**src/rtl/emu_seq_pkg.sv**
```systemverilog
// Shared types and constants for the stimulus sequencer.
// Holds the command/state encodings and the board I/O field map.
// No logic; imported by the interface, the top and the bench.
package emu_seq_pkg;

    // Vector widths of the emulated board I/O.
    localparam int IN_W  = 14;
    localparam int OUT_W = 52;
    localparam int CNT_W = 16;
    localparam int ARG_W = (IN_W > CNT_W) ? IN_W : CNT_W;

    // Input vector fields: switches low, push-buttons (active-low) above.
    localparam int SW_LSB  = 0;
    localparam int SW_W    = 10;
    localparam int KEY_LSB = 10;
    localparam int KEY_W   = 4;

    // Output vector fields: LEDs low, then six 7-segment digits.
    localparam int LED_LSB  = 0;
    localparam int LED_W    = 10;
    localparam int HEX_W    = 7;
    localparam int HEX0_LSB = 10;
    localparam int HEX1_LSB = 17;
    localparam int HEX2_LSB = 24;
    localparam int HEX3_LSB = 31;
    localparam int HEX4_LSB = 38;
    localparam int HEX5_LSB = 45;

    // Host command opcodes.
    typedef enum logic [1:0] {
        OP_SET    = 2'd0,
        OP_WAIT   = 2'd1,
        OP_SAMPLE = 2'd2,
        OP_WATCH  = 2'd3
    } op_e;

    // Sequencer control states.
    typedef enum logic [2:0] {
        ST_IDLE   = 3'd0,
        ST_WAIT   = 3'd1,
        ST_SETTLE = 3'd2,
        ST_WATCH  = 3'd3,
        ST_RESP   = 3'd4
    } state_e;

endpackage

```
**src/rtl/emu_stim_sequencer_if.sv**
```systemverilog
// Command and response channels between the host script and the sequencer.
// Pure wiring, no latency.
// Both channels are valid/ready; the slave owns cmd_ready and rsp_valid.
interface emu_stim_sequencer_if;
    import emu_seq_pkg::*;

    // Command channel (host -> sequencer)
    logic             cmd_valid;
    logic             cmd_ready;
    logic [1:0]       cmd_op;
    logic [ARG_W-1:0] cmd_arg;

    // Response channel (sequencer -> host)
    logic             rsp_valid;
    logic             rsp_ready;
    logic [OUT_W-1:0] rsp_data;
    logic             rsp_timeout;
    logic [31:0]      rsp_cycle;

    modport master (
        output cmd_valid, cmd_op, cmd_arg, rsp_ready,
        input  cmd_ready, rsp_valid, rsp_data, rsp_timeout, rsp_cycle
    );

    modport slave (
        input  cmd_valid, cmd_op, cmd_arg, rsp_ready,
        output cmd_ready, rsp_valid, rsp_data, rsp_timeout, rsp_cycle
    );

endinterface

```
**src/rtl/emu_seq_timer.sv**
```systemverilog
// Down-counter shared by WAIT, SETTLE and WATCH; flags the last counted cycle.
// Load takes effect at the next edge; expire_o is combinational from the count.
// No backpressure: load has priority over enable.
module emu_seq_timer #(
    parameter int CNT_W = 16
) (
    input  logic             clk_i,
    input  logic             rst_i,
    input  logic             load_i,
    input  logic [CNT_W-1:0] load_val_i,
    input  logic             en_i,
    output logic             expire_o
);

    logic [CNT_W-1:0] cnt_q;
    logic [CNT_W-1:0] cnt_d;

    // Next count: reload wins over decrement, otherwise hold.
    always_comb begin
        cnt_d = cnt_q;
        if (load_i) begin
            cnt_d = load_val_i;
        end else if (en_i) begin
            cnt_d = cnt_q - CNT_W'(1);
        end
    end

    // Count register.
    always_ff @(posedge clk_i) begin
        if (rst_i) begin
            cnt_q <= '0;
        end else begin
            cnt_q <= cnt_d;
        end
    end

    // A count of one means the current cycle is the final one of the interval.
    assign expire_o = (cnt_q == CNT_W'(1));

endmodule

```
**src/rtl/emu_stim_sequencer.sv**
```systemverilog
// Command-driven sequencer driving the emulated board inputs and snapshotting its outputs.
// SET applies at the accept edge; SAMPLE answers after SETTLE cycles; WATCH on change or expiry.
// One command in flight: cmd_ready only in IDLE; response held until rsp_ready.
module emu_stim_sequencer
    import emu_seq_pkg::*;
#(
    parameter int unsigned     SETTLE     = 1,
    parameter logic [IN_W-1:0] RST_INPUTS = 14'h3C00
) (
    input  logic                 CLK,
    input  logic                 RST,
    emu_stim_sequencer_if.slave  bus,
    output logic [IN_W-1:0]      dut_inputs,
    input  logic [OUT_W-1:0]     dut_outputs,
    output logic                 busy
);

    localparam logic [CNT_W-1:0] SETTLE_CNT = CNT_W'(SETTLE);

    state_e state_q;
    state_e state_d;

    logic [IN_W-1:0]  inputs_q;
    logic [OUT_W-1:0] baseline_q;
    logic [OUT_W-1:0] rsp_data_q;
    logic [31:0]      rsp_cycle_q;
    logic             rsp_timeout_q;
    logic [31:0]      cyc_cnt_q;

    op_e              cmd_op;
    logic [CNT_W-1:0] arg_cnt;
    logic [IN_W-1:0]  arg_inputs;
    logic             accept;
    logic             outputs_changed;

    logic             capture;
    logic             cap_timeout;
    logic             set_ld;
    logic             base_ld;
    logic             tmr_load;
    logic [CNT_W-1:0] tmr_val;
    logic             tmr_en;
    logic             tmr_expire;

    assign cmd_op          = op_e'(bus.cmd_op);
    assign arg_cnt         = bus.cmd_arg[CNT_W-1:0];
    assign arg_inputs      = bus.cmd_arg[IN_W-1:0];
    assign bus.cmd_ready   = (state_q == ST_IDLE) && !RST;
    assign accept          = bus.cmd_valid && bus.cmd_ready;
    assign outputs_changed = (dut_outputs != baseline_q);

    emu_seq_timer #(
        .CNT_W (CNT_W)
    ) u_timer (
        .clk_i      (CLK),
        .rst_i      (RST),
        .load_i     (tmr_load),
        .load_val_i (tmr_val),
        .en_i       (tmr_en),
        .expire_o   (tmr_expire)
    );

    // Next state plus the strobes steering the datapath and the shared timer.
    always_comb begin
        state_d     = state_q;
        capture     = 1'b0;
        cap_timeout = 1'b0;
        set_ld      = 1'b0;
        base_ld     = 1'b0;
        tmr_load    = 1'b0;
        tmr_val     = '0;
        tmr_en      = 1'b0;
        case (state_q)
            ST_IDLE: begin
                if (accept) begin
                    case (cmd_op)
                        OP_SET: begin
                            set_ld = 1'b1;
                        end
                        OP_WAIT: begin
                            // A zero-length wait never leaves IDLE.
                            if (arg_cnt != '0) begin
                                tmr_load = 1'b1;
                                tmr_val  = arg_cnt;
                                state_d  = ST_WAIT;
                            end
                        end
                        OP_SAMPLE: begin
                            if (SETTLE == 0) begin
                                capture = 1'b1;
                                state_d = ST_RESP;
                            end else begin
                                tmr_load = 1'b1;
                                tmr_val  = SETTLE_CNT;
                                state_d  = ST_SETTLE;
                            end
                        end
                        OP_WATCH: begin
                            base_ld = 1'b1;
                            // A zero-length watch expires immediately.
                            if (arg_cnt == '0) begin
                                capture     = 1'b1;
                                cap_timeout = 1'b1;
                                state_d     = ST_RESP;
                            end else begin
                                tmr_load = 1'b1;
                                tmr_val  = arg_cnt;
                                state_d  = ST_WATCH;
                            end
                        end
                        default: ;
                    endcase
                end
            end
            ST_WAIT: begin
                if (tmr_expire) begin
                    state_d = ST_IDLE;
                end else begin
                    tmr_en = 1'b1;
                end
            end
            ST_SETTLE: begin
                if (tmr_expire) begin
                    capture = 1'b1;
                    state_d = ST_RESP;
                end else begin
                    tmr_en = 1'b1;
                end
            end
            ST_WATCH: begin
                // An output change beats expiry in the same cycle.
                if (outputs_changed) begin
                    capture = 1'b1;
                    state_d = ST_RESP;
                end else if (tmr_expire) begin
                    capture     = 1'b1;
                    cap_timeout = 1'b1;
                    state_d     = ST_RESP;
                end else begin
                    tmr_en = 1'b1;
                end
            end
            ST_RESP: begin
                if (bus.rsp_ready) begin
                    state_d = ST_IDLE;
                end
            end
            default: begin
                state_d = ST_IDLE;
            end
        endcase
    end

    // State register; reset abandons any command or pending response.
    always_ff @(posedge CLK) begin
        if (RST) begin
            state_q <= ST_IDLE;
        end else begin
            state_q <= state_d;
        end
    end

    // Input drive, WATCH baseline and response snapshot registers.
    always_ff @(posedge CLK) begin
        if (RST) begin
            inputs_q      <= RST_INPUTS;
            baseline_q    <= '0;
            rsp_data_q    <= '0;
            rsp_cycle_q   <= '0;
            rsp_timeout_q <= 1'b0;
        end else begin
            if (set_ld) begin
                inputs_q <= arg_inputs;
            end
            if (base_ld) begin
                baseline_q <= dut_outputs;
            end
            if (capture) begin
                rsp_data_q    <= dut_outputs;
                rsp_cycle_q   <= cyc_cnt_q;
                rsp_timeout_q <= cap_timeout;
            end
        end
    end

    // Free-running timestamp, wraps naturally at 32 bits.
    always_ff @(posedge CLK) begin
        if (RST) begin
            cyc_cnt_q <= '0;
        end else begin
            cyc_cnt_q <= cyc_cnt_q + 32'd1;
        end
    end

    assign dut_inputs      = inputs_q;
    assign busy            = (state_q != ST_IDLE);
    assign bus.rsp_valid   = (state_q == ST_RESP);
    assign bus.rsp_data    = rsp_data_q;
    assign bus.rsp_cycle   = rsp_cycle_q;
    assign bus.rsp_timeout = rsp_timeout_q;

endmodule
```
**src/flat_wrapper.sv**
```systemverilog
// flat-port wrapper written by rule: the top's interface ports become plain ports
module emu_stim_sequencer_flat import emu_seq_pkg::*;
#(
    parameter int unsigned     SETTLE     = 1,
    parameter logic [IN_W-1:0] RST_INPUTS = 14'h3C00
)
  (CLK, RST, dut_inputs, dut_outputs, busy, bus_cmd_valid, bus_cmd_op, bus_cmd_arg, bus_rsp_ready, bus_cmd_ready, bus_rsp_valid, bus_rsp_data, bus_rsp_timeout, bus_rsp_cycle);
  emu_stim_sequencer_if bus_i ();
  input  logic CLK;
  input  logic RST;
  output logic [IN_W-1:0] dut_inputs;
  input  logic [OUT_W-1:0] dut_outputs;
  output logic busy;
  input wire logic [$bits(bus_i.cmd_valid)-1:0] bus_cmd_valid;
  input wire logic [$bits(bus_i.cmd_op)-1:0] bus_cmd_op;
  input wire logic [$bits(bus_i.cmd_arg)-1:0] bus_cmd_arg;
  input wire logic [$bits(bus_i.rsp_ready)-1:0] bus_rsp_ready;
  output wire logic [$bits(bus_i.cmd_ready)-1:0] bus_cmd_ready;
  output wire logic [$bits(bus_i.rsp_valid)-1:0] bus_rsp_valid;
  output wire logic [$bits(bus_i.rsp_data)-1:0] bus_rsp_data;
  output wire logic [$bits(bus_i.rsp_timeout)-1:0] bus_rsp_timeout;
  output wire logic [$bits(bus_i.rsp_cycle)-1:0] bus_rsp_cycle;
  assign bus_i.cmd_valid = bus_cmd_valid;
  assign bus_i.cmd_op = bus_cmd_op;
  assign bus_i.cmd_arg = bus_cmd_arg;
  assign bus_i.rsp_ready = bus_rsp_ready;
  assign bus_cmd_ready = bus_i.cmd_ready;
  assign bus_rsp_valid = bus_i.rsp_valid;
  assign bus_rsp_data = bus_i.rsp_data;
  assign bus_rsp_timeout = bus_i.rsp_timeout;
  assign bus_rsp_cycle = bus_i.rsp_cycle;
  emu_stim_sequencer #(.SETTLE(SETTLE), .RST_INPUTS(RST_INPUTS)) u_core (.CLK(CLK), .RST(RST), .bus(bus_i), .dut_inputs(dut_inputs), .dut_outputs(dut_outputs), .busy(busy));
endmodule
```
**config.mk**
```make
export PLATFORM = sky130hd
export DESIGN_NAME = emu_stim_sequencer_flat
export DESIGN_NICKNAME = d
export VERILOG_FILES = /design/src/rtl/emu_seq_pkg.sv /design/src/rtl/emu_stim_sequencer_if.sv /design/src/rtl/emu_seq_timer.sv /design/src/rtl/emu_stim_sequencer.sv /design/src/flat_wrapper.sv
export SDC_FILE = /design/constraint.sdc
export NUM_CORES = 1
export LEC_CHECK = 0
export ABC_CLOCK_PERIOD_IN_PS = 3300
export CORE_UTILIZATION = 55
export DETAILED_ROUTE_END_ITERATION = 7
export GPL_TIMING_DRIVEN = 0
export PLACE_DENSITY = 0.86
export SYNTH_ARGS = -nofsm -noshare
export SYNTH_HDL_FRONTEND = slang
export SYNTH_SLANG_ARGS = --single-unit
```
**constraint.sdc**
```tcl
create_clock -name CLK -period 3.3 [get_ports CLK]
set_input_delay 0.33 -clock CLK [delete_from_list [all_inputs] [get_ports CLK]]
set_output_delay 0.33 -clock CLK [all_outputs]
set_load 0.005 [all_outputs]
```
# [Yosys cells after proc, flatten, opt, wreduce, memory -nomap -nowiden]
# Cells that the tools add are included.
[classes] n_mux=38 n_reduce_logical=11 add_sub_neg=2 n_eq_ne=14
[ops] cell="$mux 16" n=6
[ops] cell="$ne 52x52->1" n=1
[ops] cell="$pmux 16 s3" n=1
[ops] cell="$add 32x1->32 const B" n=1
[ops] cell="$mux 3" n=7
[ops] cell="$mux 1" n=18
[ops] cell="$eq 16x1->1 const B" n=1
[ops] cell="$logic_not 16->1" n=1
[ops] cell="$reduce_bool 16->1" n=1
[ops] cell="$sub 16x1->16 const B" n=1
[ops] cell="$pmux 3 s5" n=1
[ops] cell="$pmux 3 s3" n=1
[ops] cell="$eq 3x2->1 const B" n=2
[ops] cell="$pmux 1 s3" n=2
[ops] cell="$reduce_and 5->1" n=1
[ops] cell="$eq 2x2->1 const B" n=2
[ops] cell="$ne 2x1->1 const B" n=2
[ops] cell="$ne 4x4->1 const B" n=1
[ops] cell="$pmux 1 s2" n=2
[ops] cell="$eq 3x1->1 const B" n=1
[ops] cell="$eq 3x3->1 const B" n=1
[ops] cell="$logic_not 3->1" n=1
[ops] cell="$ne 3x3->1 const B" n=1
[ops] cell="$reduce_bool 3->1" n=1
[ops] cell="7 further kinds" n=8
[word_totals] out_inout_bits=102 reg_bits=202 inputBits=74

# [Logic depth before layout (Yosys ltp)]
[depth] depth_word=6 mapped_depth=11 mapped_depth_nobuf=9

# [Cells and area by module]
# From an unflattened synthesis, not the netlist that was laid out.
[hier_totals] cells_unflattened=1044 area_unflattened_um2=9235.1
[by_module_without_submodules] module="emu_stim_sequencer" area_each_um2=8330.5 instances=1 cells_each=938
[by_module_without_submodules] module="emu_seq_timer" area_each_um2=904.6 instances=1 cells_each=106

# [Least setup slack after synthesis]
# No wires, ideal clock.
[synth_timing] kind="register to register" from="register u_core.state_q[0]" to="register u_core.rsp_cycle_q[2] (netlist: u_core.bus.rsp_cycle[2])" synth_period_minus_slack_ns=2.132 path_stages_with_launch=12 t_required_ns=3.172 t_arrival_ns=2.004 slack_ns=1.168 path_cell_list="dfxtp_1 -> nor4_4 -> and2_1 -> buf_4 -> and3_1 -> buf_4 -> nand2_1 -> o21ai_2 -> buf_6 -> buf_6 -> mux2i_1 -> nor2_1"
[synth_between] elab_chain_len=5
[synth_lines] element="start: declaration" line_no="emu_stim_sequencer.sv:20" text="state_e state_q;"
[synth_lines] element="start signal: assignment" line_no="emu_stim_sequencer.sv:159" text="state_q <= state_d;"
[synth_lines] element="$logic_not 3->1" line_no="emu_stim_sequencer.sv:48" text="assign bus.cmd_ready = (state_q == ST_IDLE) && !RST;"
[synth_lines] element="$logic_and 1x1->1" line_no="emu_stim_sequencer.sv:48"
[synth_lines] element="named net bus_cmd_ready" line_no="flat_wrapper.sv:18" text="output wire logic [$bits(bus_i.cmd_ready)-1:0] bus_cmd_ready;"
[synth_lines] element="$logic_and 1x1->1" line_no="emu_stim_sequencer.sv:49" text="assign accept = bus.cmd_valid && bus.cmd_ready;"
[synth_lines] element="$mux 1" line_no="emu_stim_sequencer.sv:75" text="if (accept) begin"
[synth_lines] element="$pmux 1 s3" line_no="emu_stim_sequencer.sv:73" text="case (state_q)"
[synth_lines] element="end signal: assignment" line_no="emu_stim_sequencer.sv:180" text="rsp_cycle_q <= cyc_cnt_q;"
[synth_lines] element="end: declaration" line_no="emu_stim_sequencer.sv:26" text="logic [31:0] rsp_cycle_q;"
# The timed path passes the listed nets, and every way through them passes these cells.
# A chain may end at the register's enable or synchronous reset.

# [Worst setup path after layout]
[layout_timing] from="input port dut_outputs[16]" to="register u_core.u_timer.cnt_q[15]"
[layout_between] elab_chain_len=4
[layout_lines] element="start: declaration" line_no="flat_wrapper.sv:12" text="input logic [OUT_W-1:0] dut_outputs;"
[layout_lines] element="$ne 52x52->1" line_no="emu_stim_sequencer.sv:50" text="assign outputs_changed = (dut_outputs != baseline_q);"
[layout_lines] element="$mux 1" line_no="emu_stim_sequencer.sv:132" text="if (outputs_changed) begin"
[layout_lines] element="$pmux 1 s2" line_no="emu_stim_sequencer.sv:73"
[layout_lines] element="$reduce_bool 2->1 (no line)"
[layout_lines] element="end signal: assignment" line_no="emu_seq_timer.sv:33" text="cnt_q <= cnt_d;"
[layout_lines] element="end: declaration" line_no="emu_seq_timer.sv:15" text="logic [CNT_W-1:0] cnt_q;"
# No other way between the ends.

==> impl_summary.md <==
Run status
The flow ran to the end, and the final reports show no timing, DRC or antenna violations.

GRT
The overall routing resource usage is 29.1%. The global routing stage identified its most utilized layer as met2. Global routing consumed, on the met1 layer, between 30% and 40% of the routing resources.

The number of global-route vias before repair is 7254. The wire length of the first global-routing pass is approximately 37000 microns. The number of antenna violations at the first check in global routing is 0. The total overflow left after global routing is 0. Global routing used around 4.5% of the available met3 tracks. The fraction of met2 tracks used by global routing is about half.

The largest net degree at the start of global routing is 14.

Synth
The post-synth net total is between 1k and 1.5k. After synthesis the netlist holds a flip-flop and latch count of 202. The share of synthesized area spent on multiplexers is under 10%. For this run, the number of Yosys warnings is 0. The synthesized-area fraction occupied by ao, oa, aoi and oai cells is a little over 8%. The simple-gate share of the synthesized area is a little over a fifth. The sequential-to-total area share from yosys stat is between 40% and 50%. sky130_fd_sc_hd__dfxtp_1 takes more of the synthesized area than any other cell. The commonest register cell after synthesis is sky130_fd_sc_hd__dfxtp_1. Yosys attributes the largest share of cell area to sky130_fd_sc_hd__dfxtp_1 (48%), sky130_fd_sc_hd__mux2i_1 (9.9%), sky130_fd_sc_hd__xor2_1 (7.4%). The synthesized netlist occupies a cell area of around 8500 sq um. The gate count of the mapped netlist is roughly 960. The post-synthesis average cell area is slightly below 9 sq um. After synthesis, the largest family of logic cells by area is simple AND/OR/NAND/NOR gates. The post-synthesis async set-or-reset flop share is 0%.

The synthesized netlist devotes 0.444% of its cell area to adder and majority cells. In this run the biggest area consumer among cell types represents ~48% of the synthesized area. Synthesis instantiated 47 different standard cells from the library.

The post-synthesis share of cell area spent on xor and xnor gates is 8.60%. Yosys mapped a number of flops with a built-in enable equal to 0.

Cells and area
The count of antenna diodes in the layout is 0. The post-layout utilization of the core is approximately three quarters. In the layout the commonest cells are sky130_fd_sc_hd__dfxtp_1 (202), sky130_fd_sc_hd__clkdlybuf4s50_1 (174), sky130_fd_sc_hd__nand2_1 (144).

Summing all non-filler instances in the final layout gives an area of about 11000 sq um. Counting the fill cells in the layout gives roughly 1.1k. The most common library cell in the layout ignoring fill and taps is sky130_fd_sc_hd__dfxtp_1. The flip-flop and latch area is 4040 sq um. The multi-input combinational cells in the finished layout cover a total of 4110 sq um. The net count reported at finish is approximately 1.2k. The area growth from synthesis to layout is 31.1%. The share of final-layout standard cells stronger than drive strength 1 is 4.29%.

STA
The total negative setup slack is 0 ns. Clock skew on the completed layout was measured at approximately 0.013 ns. Based on the critical path, the design can be clocked at up to between 300 and 400 MHz. The worst setup margin is approximately 0.53 ns.

The clock period minus final worst setup slack is approximately 2.8 ns. The final cycle utilization of the critical path is a little over four fifths. Setup violations remaining at the end of the flow were counted as 0. The count of pins over their slew limit is 0.

Final hold analysis gives a worst-case slack of ~0.43 ns. The total count of hold-check failures in the final report came to 0. For the pin with the worst max-slew slack, the measured transition is 0.886 ns. Setup repair after global routing left no endpoint under its margin. The remaining max-slew budget at the tightest pin is between 40% and 50%.

Routing
The routed layout has between 7k and 8k vias. The average routed wire per standard cell is around 17 microns. The number of iterations in the first detailed-routing pass is 5. The detail-routed via count per cell is between 5 and 6. The total DRC errors in the routed layout is 0. The detail route stage leaves a number of antenna-violating nets equal to 0.

The number of DRC markers after the initial detailed-route iteration is roughly 750. The total wire length is 22900 microns.

Die
The chip width is between 100 and 150 microns. The region available for standard cell placement spans around 15000 sq um. The boundary pin count is roughly 180. In this run the vertical extent of the chip is around 130 microns. Once the floorplan was initialized, standard cells occupied a little under three fifths of the core. Row generation in the floorplan step produced 44 rows.

The die covers about 16000 sq um.

Critical path
The setup path with the least slack is of type in -> reg. Data on the critical path arrives at its endpoint at around 3.1 ns. The element type at the critical path end is a register.

The worst path required time is ~3.7 ns. In this run the worst path has a maximum fanout of 10. The type of origin of the critical path is an input pin.

Clock tree
The clock latency reported for the late side of the worst-skew pair is between 0.4 and 0.5 ns. The clock root buffer master is sky130_fd_sc_hd__clkbuf_16. The clock passes through at most 3 buffers. TritonCTS built the clock tree. The register clock-pin slew on the reported worst setup and hold paths is around 0.06 ns. Hold repair after CTS inserted 0 buffers.

For this design, the sink count on the clock tree is 202. The count of instances resized after the clock tree is built is 0. Clock tree synthesis inserted a total of 21 buffers. The count of buffers added by post-CTS timing repair for setup is 0.

CTS built an H-tree with a depth of 1.

Placement
The post-placement worst setup slack is ~0.086 ns. Summing all placed instances gives a cell area of roughly 10000 sq um. The final weighted congestion in routability-driven placement is about 0.93. The estimated wirelength of the detail-placed design is approximately 16000 microns. The count of buffers from port buffering is approximately 170.

Power and ir drop
Across the VDD grid, the largest voltage drop is ~0.37 mV. The static power due to leakage is between 3 and 4 nW. The areal power density over the cells is about 500 nW/um^2.

Flow run
The total of max-cap violations is 0.

Hold path
The kind of path behind the tightest hold check is in -> reg.
## cell type report
type	instances	area share (%)
repair buffers	174	15.7
well taps	184	2.08
inverters	9	0.305
clock buffers	30	5.41
clock inverters	6	0.497
multi-input cells	691	37.1
plain buffers	54	2.41
flip-flops and latches	202	36.5
## kinds of logic after synthesis
kind of cell	Yosys count
adder cells (fa/ha/maj)	3
XOR/XNOR	83
AO/OA/AOI/OAI	115
AND/OR/NAND/NOR	406
buffers and inverters	63
multiplexers	84
flip-flops	202
## final timing paths
check	to	depth (start not counted)	slack, ns	startpoint
setup reg to reg	u_core.u_timer.cnt_q[15]	8	0.54	u_core.baseline_q[30]
hold / removal	u_core.state_q[1]	5	0.43	bus_cmd_op[0]
hold reg to reg	u_core.dut_inputs[6]	2	0.45	u_core.dut_inputs[6]
setup / recovery	u_core.u_timer.cnt_q[15]	9	0.53	dut_outputs[16]
## cells in the mapped netlist, types with 4 or more instances
library cell               count
sky130_fd_sc_hd__nor4_1       25
sky130_fd_sc_hd__mux2i_1      84
sky130_fd_sc_hd__a21oi_1      80
sky130_fd_sc_hd__and3_1       12
sky130_fd_sc_hd__dfxtp_1     202
sky130_fd_sc_hd__and2_1        5
sky130_fd_sc_hd__xor2_1       71
sky130_fd_sc_hd__xnor2_1      12
sky130_fd_sc_hd__buf_4         6
sky130_fd_sc_hd__nor2_1      142
sky130_fd_sc_hd__nand2_1     144
sky130_fd_sc_hd__inv_1         9
sky130_fd_sc_hd__nand3b_1      5
sky130_fd_sc_hd__nand4_1       9
sky130_fd_sc_hd__o22ai_1       5
sky130_fd_sc_hd__a211oi_1      5
sky130_fd_sc_hd__clkbuf_1     40
sky130_fd_sc_hd__nand3_1      36
sky130_fd_sc_hd__buf_6         5
sky130_fd_sc_hd__o221a_1       4
sky130_fd_sc_hd__nor3_1       10
## state kept, by name, indices dropped and copies added, names as in the netlist
name and count:
u_core.state_q 3, u_core.u_timer.cnt_q 16, u_core.baseline_q 52, u_core.dut_inputs 14, u_core.bus.rsp_data 52, u_core.bus.rsp_timeout 1
u_core.bus.rsp_cycle 32, u_core.cyc_cnt_q 32
## power breakdown
part           internal, mW  total [mW]  switching, mW
Sequential             2.51        2.57         0.0623
Clock                  1.34        2.27          0.936
Combinational         0.291       0.681          0.391
Total                  4.13        5.52           1.39
## metrics by stage
step	cells	power, mW
6_report	1350	5.52
3_5_place_dp	1314	3.28
2_1_floorplan	956	3.01
5_1_grt	1350	5.71
4_1_cts	1350	5.53
3_3_place_gp	1314	3.27
## critical path, stage by stage
cell	delay, ns
sky130_fd_sc_hd__clkdlybuf4s50_1	0.50
sky130_fd_sc_hd__xor2_1	0.20
sky130_fd_sc_hd__nor4_1	0.45
sky130_fd_sc_hd__nand4_1	0.29
sky130_fd_sc_hd__o41ai_4	0.52
sky130_fd_sc_hd__o22ai_1	0.22
sky130_fd_sc_hd__buf_2	0.27
sky130_fd_sc_hd__a221oi_1	0.26
sky130_fd_sc_hd__nor3_1	0.08
## routing by layer
layer | routed length, microns | vias up
li1 | - | 3644
met1 | 9550 | 3527
met2 | 10900 | 316
met3 | 1760 | 53
met4 | 733 | 0
met5 | 0 | -
Power figures use the tool's default switching activity.
